### src/rtl/mac_pkg.sv
// Shared types and defaults for the shift-and-add MAC sequencer.
package mac_pkg;

    localparam int unsigned W_DEF     = 8;
    localparam int unsigned ACC_W_DEF = 20;
    localparam int unsigned LEN_W_DEF = 8;

    typedef enum logic [2:0] {
        IDLE,
        FETCH,
        MUL,
        ACC,
        DONE
    } state_t;

    // Width of the per-pair bit counter; never narrower than one bit.
    function automatic int unsigned cnt_width(input int unsigned w);
        return (w > 1) ? $clog2(w) : 1;
    endfunction

endpackage

### src/rtl/mac_seq_ctrl_if.sv
// Job control, operand stream and result handshake of the MAC sequencer.
interface mac_seq_ctrl_if #(
    parameter int unsigned W     = mac_pkg::W_DEF,
    parameter int unsigned ACC_W = mac_pkg::ACC_W_DEF,
    parameter int unsigned LEN_W = mac_pkg::LEN_W_DEF
);

    logic             start;
    logic [LEN_W-1:0] len;
    logic             in_valid;
    logic             in_ready;
    logic [W-1:0]     a;
    logic [W-1:0]     b;
    logic             out_valid;
    logic             out_ready;
    logic [ACC_W-1:0] result;
    logic             overflow;
    logic             busy;

    modport master (
        output start, len, in_valid, a, b, out_ready,
        input  in_ready, out_valid, result, overflow, busy
    );

    modport slave (
        input  start, len, in_valid, a, b, out_ready,
        output in_ready, out_valid, result, overflow, busy
    );

endinterface

### src/rtl/rca_n.sv
// N-bit ripple-carry adder: a chain of full-adder cells, one per bit.
module rca_n #(
    parameter int unsigned N = 8
) (
    input  logic [N-1:0] a,
    input  logic [N-1:0] b,
    input  logic         cin,
    output logic [N-1:0] sum,
    output logic         cout
);

    logic [N:0] c;

    assign c[0] = cin;

    for (genvar i = 0; i < N; i++) begin : g_fa
        assign sum[i]  = a[i] ^ b[i] ^ c[i];
        assign c[i+1]  = (a[i] & b[i]) | (c[i] & (a[i] ^ b[i]));
    end

    assign cout = c[N];

endmodule

### src/rtl/mac_seq_ctrl.sv
// MAC sequencer: shift-and-add multiply per operand pair, then accumulate,
// with one shared ripple-carry adder time-multiplexed by state.
module mac_seq_ctrl
    import mac_pkg::*;
#(
    parameter int unsigned W     = W_DEF,
    parameter int unsigned ACC_W = ACC_W_DEF,
    parameter int unsigned LEN_W = LEN_W_DEF
) (
    input logic           clk,
    input logic           rst_n,
    mac_seq_ctrl_if.slave bus
);

    localparam int unsigned CW = cnt_width(W);

    if (ACC_W < 2 * W) begin : g_bad_acc_w
        $error("mac_seq_ctrl: ACC_W must be at least 2*W");
    end

    state_t             state;
    state_t             state_nxt;
    logic [2*W-1:0]     mcand;
    logic [2*W-1:0]     product;
    logic [W-1:0]       mplier;
    logic [CW-1:0]      bit_cnt;
    logic [LEN_W-1:0]   remaining;
    logic [ACC_W-1:0]   acc;
    logic               ovf;

    logic [ACC_W-1:0]   add_a;
    logic [ACC_W-1:0]   add_b;
    logic [ACC_W-1:0]   add_sum;
    logic               add_cout;

    // Operand mux for the single adder: partial products in MUL, accumulate in ACC.
    always_comb begin
        add_a = '0;
        add_b = '0;
        unique case (state)
            MUL: begin
                add_a = ACC_W'(product);
                add_b = mplier[0] ? ACC_W'(mcand) : '0;
            end
            ACC: begin
                add_a = acc;
                add_b = ACC_W'(product);
            end
            default: ;
        endcase
    end

    rca_n #(.N(ACC_W)) u_adder (
        .a    (add_a),
        .b    (add_b),
        .cin  (1'b0),
        .sum  (add_sum),
        .cout (add_cout)
    );

    always_ff @(posedge clk or negedge rst_n) begin
        if (!rst_n) state <= IDLE;
        else        state <= state_nxt;
    end

    always_comb begin
        state_nxt     = state;
        bus.in_ready  = 1'b0;
        bus.out_valid = 1'b0;
        bus.busy      = 1'b1;
        unique case (state)
            IDLE: begin
                bus.busy = 1'b0;
                if (bus.start) state_nxt = (bus.len != '0) ? FETCH : DONE;
            end
            FETCH: begin
                bus.in_ready = 1'b1;
                if (bus.in_valid) state_nxt = MUL;
            end
            MUL: begin
                if (bus_cnt_last()) state_nxt = ACC;
            end
            ACC: begin
                state_nxt = (remaining == LEN_W'(1)) ? DONE : FETCH;
            end
            DONE: begin
                bus.out_valid = 1'b1;
                if (bus.out_ready) state_nxt = IDLE;
            end
            default: state_nxt = IDLE;
        endcase
    end

    function automatic logic bus_cnt_last();
        return bit_cnt == CW'(W - 1);
    endfunction

    always_ff @(posedge clk or negedge rst_n) begin
        if (!rst_n) begin
            mcand     <= '0;
            product   <= '0;
            mplier    <= '0;
            bit_cnt   <= '0;
            remaining <= '0;
            acc       <= '0;
            ovf       <= 1'b0;
        end else begin
            unique case (state)
                IDLE: begin
                    if (bus.start) begin
                        acc       <= '0;
                        ovf       <= 1'b0;
                        remaining <= bus.len;
                    end
                end
                FETCH: begin
                    if (bus.in_valid) begin
                        mcand   <= (2*W)'(bus.a);
                        mplier  <= bus.b;
                        product <= '0;
                        bit_cnt <= '0;
                    end
                end
                MUL: begin
                    product <= add_sum[2*W-1:0];
                    mcand   <= mcand << 1;
                    mplier  <= mplier >> 1;
                    bit_cnt <= bit_cnt + CW'(1);
                end
                ACC: begin
                    acc       <= add_sum;
                    remaining <= remaining - LEN_W'(1);
                    if (add_cout) ovf <= 1'b1;
                end
                default: ;
            endcase
        end
    end

    assign bus.result   = acc;
    assign bus.overflow = ovf;

endmodule

### src/flat_wrapper.sv
// flat-port wrapper written by rule: the top's interface ports become plain ports
module mac_seq_ctrl_flat import mac_pkg::*;
#(
    parameter int unsigned W     = W_DEF,
    parameter int unsigned ACC_W = ACC_W_DEF,
    parameter int unsigned LEN_W = LEN_W_DEF
)
  (clk, rst_n, bus_start, bus_len, bus_in_valid, bus_a, bus_b, bus_out_ready, bus_in_ready, bus_out_valid, bus_result, bus_overflow, bus_busy);
  mac_seq_ctrl_if #(.W(W), .ACC_W(ACC_W), .LEN_W(LEN_W)) bus_i ();
  input logic clk;
  input logic rst_n;
  input wire logic [$bits(bus_i.start)-1:0] bus_start;
  input wire logic [$bits(bus_i.len)-1:0] bus_len;
  input wire logic [$bits(bus_i.in_valid)-1:0] bus_in_valid;
  input wire logic [$bits(bus_i.a)-1:0] bus_a;
  input wire logic [$bits(bus_i.b)-1:0] bus_b;
  input wire logic [$bits(bus_i.out_ready)-1:0] bus_out_ready;
  output wire logic [$bits(bus_i.in_ready)-1:0] bus_in_ready;
  output wire logic [$bits(bus_i.out_valid)-1:0] bus_out_valid;
  output wire logic [$bits(bus_i.result)-1:0] bus_result;
  output wire logic [$bits(bus_i.overflow)-1:0] bus_overflow;
  output wire logic [$bits(bus_i.busy)-1:0] bus_busy;
  assign bus_i.start = bus_start;
  assign bus_i.len = bus_len;
  assign bus_i.in_valid = bus_in_valid;
  assign bus_i.a = bus_a;
  assign bus_i.b = bus_b;
  assign bus_i.out_ready = bus_out_ready;
  assign bus_in_ready = bus_i.in_ready;
  assign bus_out_valid = bus_i.out_valid;
  assign bus_result = bus_i.result;
  assign bus_overflow = bus_i.overflow;
  assign bus_busy = bus_i.busy;
  mac_seq_ctrl #(.W(W), .ACC_W(ACC_W), .LEN_W(LEN_W)) u_core (.clk(clk), .rst_n(rst_n), .bus(bus_i));
endmodule
### config.mk
export PLATFORM = sky130hd
export DESIGN_NAME = mac_seq_ctrl_flat
export DESIGN_NICKNAME = d
export VERILOG_FILES = /design/src/rtl/mac_pkg.sv /design/src/rtl/mac_seq_ctrl_if.sv /design/src/rtl/rca_n.sv /design/src/rtl/mac_seq_ctrl.sv /design/src/flat_wrapper.sv
export SDC_FILE = /design/constraint.sdc
export NUM_CORES = 1
export LEC_CHECK = 0
export CORE_ASPECT_RATIO = 0.75
export CORE_MARGIN = 4
export CORE_UTILIZATION = 60
export CTS_CLUSTER_SIZE = 16
export DETAILED_ROUTE_END_ITERATION = 16
export GPL_TIMING_DRIVEN = 0
export PLACE_DENSITY = 0.92
export REMOVE_ABC_BUFFERS = 1
export SLEW_MARGIN = 15
export SYNTH_ARGS = -nofsm -noshare
export SYNTH_HDL_FRONTEND = slang
export SYNTH_SLANG_ARGS = --single-unit
### constraint.sdc
create_clock -name clk -period 11.3 [get_ports clk]
set_input_delay 2.26 -clock clk [delete_from_list [all_inputs] [get_ports clk]]
set_output_delay 2.26 -clock clk [all_outputs]
set_load 0.1 [all_outputs]
Word-level counts from Yosys, hierarchy flattened
Index checks and enable logic that the tools add are counted.
{ "op_classes": {"n_mux": 28, "n_addsub": 2, "bitwise_logic": 97, "reduce_logical": 8, "n_eq_ne": 11} }
{ "op_table": {"columns": ["operator", "count"], "rows": [
  ["$pmux 20 s2", 3],
  ["$pmux 16 s2", 2],
  ["$mux 16", 3],
  ["$and 1x1->1", 39],
  ["$xor 1x1->1", 39],
  ["$pmux 8 s2", 2],
  ["$mux 3", 7],
  ["$mux 20", 1],
  ["$or 1x1->1", 19],
  ["$mux 8", 2],
  ["$pmux 3 s5", 1],
  ["$eq 8x1->1 const B", 1],
  ["$reduce_bool 8->1", 1],
  ["$sub 8x1->8 const B", 1],
  ["$eq 3x2->1 const B", 2],
  ["$eq 3x3->1 const B", 2],
  ["$ne 2x2->1 const B", 3],
  ["$pmux 3 s2", 1],
  ["$mux 1", 5],
  ["$ne 2x1->1 const B", 2],
  ["$reduce_and 2->1", 2],
  ["$reduce_and 4->1", 1],
  ["$reduce_bool 2->1", 2],
  ["$add 3x1->3 const B", 1],
  ["4 further kinds", 4]
]} }
{ "totals": {"reg_bits": 75, "input_bits": 29, "word_cells": 154} }

Longest topological paths before layout
{ "depth": {"depth_word": 43, "mapped_depth": 28, "mapped_depth_nobuf": 26} }

Modules after synthesis
Synthesis repeated with hierarchy kept, for this count alone.
{ "unflattened": {"cells_unflattened": 408, "hier_area_um2": 4092.7} }
{ "modules_own_cells": {"columns": ["module", "cells_per_inst", "instances", "area_per_inst_um2"], "rows": [
  ["mac_seq_ctrl", 378, 1, 3654.8],
  ["rca_n", 30, 1, 437.9]
]} }

Worst setup path after synthesis
OpenSTA, ideal clock, no wires.
{ "synth_timing": {"path_type": "flip-flop to flip-flop", "from": "register u_core.acc[0], in the netlist u_core.bus.result[0]", "to": "register u_core.acc[19], in the netlist u_core.bus.result[19]", "path_stages_with_launch": 26, "t_required_ns": 11.177, "setup_time_ns": 0.123, "slack_ns": 4.111, "period_less_slack_ns": 7.189, "arrival_ns": 7.066, "path_cell_list": "dfrtp_1 mux2i_1 nor2_1 ha_1 fa_1 fa_1 fa_1 inv_1 fa_1 fa_1 fa_1 fa_1 fa_1 fa_1 fa_1 fa_1 fa_1 fa_1 fa_1 inv_1 fa_1 ha_1 ha_1 ha_1 ha_1 a22o_1"} }
{ "synth_between": {"elab_chain_len": 40} }
{ "synth_rtl": {"columns": ["element", "line", "source"], "rows": [
  ["start, declared", "mac_seq_ctrl.sv:28", "logic [ACC_W-1:0] acc;"],
  ["start signal, assigned", "mac_seq_ctrl.sv:131", "acc <= add_sum;"],
  ["$pmux 20 s2", "mac_seq_ctrl.sv:40", "unique case (state)"],
  ["$and 1x1->1 (2 in a row)", "rca_n.sv:18", "assign c[i+1] = (a[i] & b[i]) | (c[i] & (a[i] ^ b[i]));"],
  ["$or 1x1->1", "rca_n.sv:18", null],
  ["$and 1x1->1", "rca_n.sv:18", null],
  ["$or 1x1->1", "rca_n.sv:18", null],
  ["$and 1x1->1", "rca_n.sv:18", null],
  ["$or 1x1->1", "rca_n.sv:18", null],
  ["$and 1x1->1", "rca_n.sv:18", null],
  ["(+23 left out)", null, null],
  ["$and 1x1->1", "rca_n.sv:18", null],
  ["$or 1x1->1", "rca_n.sv:18", null],
  ["$and 1x1->1", "rca_n.sv:18", null],
  ["$or 1x1->1", "rca_n.sv:18", null],
  ["$and 1x1->1", "rca_n.sv:18", null],
  ["$or 1x1->1", "rca_n.sv:18", null],
  ["$xor 1x1->1", "rca_n.sv:17", "assign sum[i] = a[i] ^ b[i] ^ c[i];"],
  ["$pmux 20 s2", "mac_seq_ctrl.sv:108", "unique case (state)"]
]} }
No other way between the ends.
A chain may end at the register's enable or synchronous reset.

Worst setup path after layout
{ "layout_timing": {"from": "register u_core.state[0]", "to": "register u_core.acc[19], in the netlist u_core.bus.result[19]"} }
{ "layout_between": {"elab_chain_len": 41, "word_cells_on_any_way": 84, "classes_between": "eq/ne: 3; mux: 3; bitwise: 75; reduce/logical: 3"} }
{ "layout_rtl": {"columns": ["element", "line", "source"], "rows": [
  ["start, declared", "mac_seq_ctrl.sv:21", "state_t state;"],
  ["start signal, assigned", "mac_seq_ctrl.sv:63", "else state <= state_nxt;"],
  ["$eq 3x2->1, on equally long branches", "mac_seq_ctrl.sv:40, mac_seq_ctrl.sv:108", null],
  ["$pmux 20 s2", "mac_seq_ctrl.sv:40", null],
  ["$and 1x1->1 or $xor 1x1->1 (tied branches)", "rca_n.sv:18", null],
  ["$and 1x1->1", "rca_n.sv:18", null],
  ["$or 1x1->1", "rca_n.sv:18", null],
  ["$and 1x1->1", "rca_n.sv:18", null],
  ["$or 1x1->1", "rca_n.sv:18", null],
  ["$and 1x1->1", "rca_n.sv:18", null],
  ["(+25 left out)", null, null],
  ["$and 1x1->1", "rca_n.sv:18", null],
  ["$or 1x1->1", "rca_n.sv:18", null],
  ["$and 1x1->1", "rca_n.sv:18", null],
  ["$or 1x1->1", "rca_n.sv:18", null],
  ["$and 1x1->1", "rca_n.sv:18", null],
  ["$or 1x1->1", "rca_n.sv:18", null],
  ["$xor 1x1->1", "rca_n.sv:17", null],
  ["$pmux 20 s2", "mac_seq_ctrl.sv:108", null]
]} }
Several ways; a longest one is shown, not always the timed one.

==> summary.md <==
| Metric | Value |
|---|---|
| Status | `completed` |
| Minimum clock period | `between 8 and 9 ns` |
| CTS tree | `built` |
| Global-route wire length before repair | `approximately 15000 um` |
| RSZ-0062 raised after global routing | `no` |
| # Post-CTS Setup Buffers | `0` |
| Layout cells sized above 1 | `roughly a tenth` |
| Commonest non-fill, non-tap cell in the layout | `dfrtp_1` |
| Largest net degree at the start of global routing | `39` |
| Most frequent cells in the layout | `dfrtp_1 (74), clkdlybuf4s50_1 (51), a22o_1 (31)` |
| Switch share | `between 40% and 50%` |
| Sinks on Clock Net | `75` |
| Bufs on Longest Clock Path | `2` |
| Register bit total from synthesis | `75` |
| Worst-skew pair later-pin latency | `0.35 ns` |
| Slew of the pin with the lowest slew margin | `roughly 1.0 ns` |
| CORE AREA | `~6400 um^2` |
| Number of DRC markers in iteration 0 | `214` |
| GR peak layer | `met2` |
| GRT Residual Overflow | `0` |
| # nets final | `427` |
| EDFF count, synth | `0` |
| Reg2reg end | `u_core.bus.result[19]` |
| Rel. slew slack | `30.0%` |
| Pwr per Cell Area | `211 nW/um^2` |
| Critical path peak fanout | `29` |
| Min-delay worst type | `reg2reg` |
| Ant diodes | `0` |
| I/O pin total | `53` |
| Setup Crit Path Kind | `reg2reg` |
| Vias in the first global route | `just over 3000` |
| Final setup viols | `0` |
| Fin cells | `460` |
| Tot GR Track Use | `between 20% and 30%` |
| Clock root buffer | `clkbuf_8` |
| CTS resizes | `0` |
| Clock power share | `17.5%` |
| Clock transition at the registers of the reported paths | `roughly 0.07 ns` |
| Die Span Y | `slightly below 80 um` |
| Port bufs | `52` |
| First drt pass iteration count | `5` |
| Met3 Use GR | `a little under 8%` |
| Hold path depth | `2` |
| Via Count | `2947` |
| Total Routed Length | `about 9100 um` |
| Pins Over Slew Limit | `0` |
| Cell Rows | `25` |
| Fin area | `around 4700 um^2` |
| DRC | `0` |
| Ranking of synthesized cells by area | `dfrtp_1 (47%), fa_1 (7.5%), a22o_1 (6.8%)` |
| Worst VDD drop | `0.123 mV` |
| CP Data Required Time | `between 10 and 15 ns` |
| Synth warn | `0` |
| Die area | `roughly 8000 um^2` |
| R2R depth | `26` |
| Area delta synth->final | `16.8%` |
| Ys async rst share | `100%` |
| Met2 Use GR | `between 30% and 40%` |
| Met1 GRT Util | `between 30 and 40%` |
| Cts bufs inserted | `9` |
| Routed len/inst | `around 20 um` |
| Register share of total power | `between 40% and 50%` |
| Setup WS post-layout | `roughly 2.4 ns` |
| Via density | `about 6.4` |
| Final clock skew | `about 0.0073 ns` |
| Syn Area/Cell | `around 12 um^2` |
| Switching power | `426 uW` |
| Fmax | `around 0.11 GHz` |
| Initial Util | `62.7%` |
| R2R Setup Slk | `~2.4 ns` |
| Setup WS pre-CTS | `about 2.2 ns` |
| H-Tree Depth | `3` |
| Power Total | `a little under 1 mW` |
| Cts hold-fix bufs | `0` |
| Leak Pwr | `a little under 2 nW` |
| Worst Hold Margin | `0.490 ns` |
| GPL Wtd Cong | `~0.78` |
| Detailed Place HPWL | `6080 um` |
| Placed cells | `approximately 440` |
| Worst Min Path Start | `u_core.mplier[1]` |
| Post-synth top area cell | `dfrtp_1` |
| Width of the die | `approximately 100 um` |
| Sequential share of the synthesized area | `46.9%` |
| Count of cell types in the netlist | `40` |
| Post-synth top area share | `around 47%` |
| Hold Crit Endpoint | `u_core.mplier[0]` |
| Logic pwr share | `~40%` |
| Mapped Area | `about 4000 um^2` |
| Synth Flop Type | `dfrtp_1` |
| Final period util | `between 70% and 80%` |
| Antenna-violating nets left | `0` |
| Worst path arrival time | `about 9 ns` |
| Max-cap viol count | `0` |
| R2R Path Start | `u_core.state[0]` |
| Mapped Cells | `334` |
| Placed cell area | `around 4500 um^2` |
| Final hold violations | `0` |
| Setup crit end kind | `flip-flop` |
| Worst setup SP type | `flip-flop` |
| Initial antenna violation count | `0` |
| Int Pwr | `561 uW` |
==> synthesized netlist by cell type (4+ instances only) <==
cell type,number
mux2i_1,23
nor2_1,16
a22o_1,31
nor3b_1,4
mux2_2,12
o21ai_0,6
fa_1,15
a22oi_1,11
buf_2,12
ha_1,9
and2_1,6
nand2_1,27
o2bb2ai_1,22
dfrtp_1,75
a311oi_1,4
buf_6,6
o21ai_1,8
inv_1,6
clkbuf_1,7
==> worst max-delay path by stage <==
stage / from / end / slack (ns) / cells after the start
6_report: u_core.state[0] / u_core.bus.result[19] / 2.39 / 26
5_1_grt: u_core.state[0] / u_core.bus.result[19] / 2.02 / 26
4_1_cts: u_core.state[0] / u_core.bus.result[19] / 2.11 / 26
3_5_place_dp: u_core.state[0] / u_core.bus.result[19] / 2.17 / 26
3_3_place_gp: u_core.state[0] / u_core.bus.result[19] / -0.80 / 26
2_1_floorplan: u_core.state[0] / u_core.bus.result[19] / 0.91 / 26
==> kinds of logic after synthesis <==
family	Yosys count	share of synthesized area [%]
buffers and inverters	33	4.78
multiplexers	35	9.13
AO/OA/AOI/OAI	91	18.2
adder cells (fa/ha/maj)	24	10.3
flip-flops	75	46.9
AND/OR/NAND/NOR	76	10.7
==> metal layers <==
metal,wire length (um),share of wire (%)
met5,0,0
met4,163,1.8
met3,636,7.0
met2,4380,48
met1,3930,43
==> flip-flops by register name, summed over array words and instances, names as in the netlist <==
name,cells
u_core.bit_cnt,3
u_core.bus.overflow,1
u_core.bus.result,20
u_core.mcand,16
u_core.mplier,8
u_core.product,16
u_core.remaining,8
u_core.state,3
==> worst max-delay path, stage by stage (launching register included) <==
cell	delay, ns
dfrtp_2	0.67
nor3b_2	0.84
and2_1	0.68
a22o_1	0.24
ha_1	0.16
fa_1	0.18
fa_1	0.18
fa_1	0.17
inv_1	0.05
fa_1	0.37
fa_1	0.39
fa_1	0.38
fa_1	0.40
fa_1	0.43
fa_1	0.42
fa_1	0.42
fa_1	0.41
fa_1	0.44
fa_1	0.44
fa_1	0.38
inv_1	0.08
fa_1	0.19
ha_1	0.16
ha_1	0.14
ha_1	0.15
ha_1	0.22
a22o_1	0.20
==> final cells by class <==
type                       instances  area, um^2
clock buffer                      13         139
sequential                        75        1880
inverter                           6        22.5
tap                               81         101
multi-input combinational        226        1950
timing repair buffer              56         572
fill                             443        1710
clock inverter                     3        15.0
==> power by group through the flow <==
stage                     clock (mW)  sequential (mW)  combinational (mW)
final                          0.173            0.421               0.393
after global routing           0.190            0.430               0.424
after CTS                      0.176            0.417               0.392
after detailed placement           0            0.421               0.389
after global placement             0            0.413               0.366
after floorplan                    0            0.428               0.251
==> stage by stage <==
stage	utilization, %	setup TNS (ns)
floorplan	-	0
global placement	69.8	-3.72
detailed placement	70.7	0
CTS	73.1	0
global route	73.3	0
finish	73.3	0
Power figures use the tool's default switching activity.
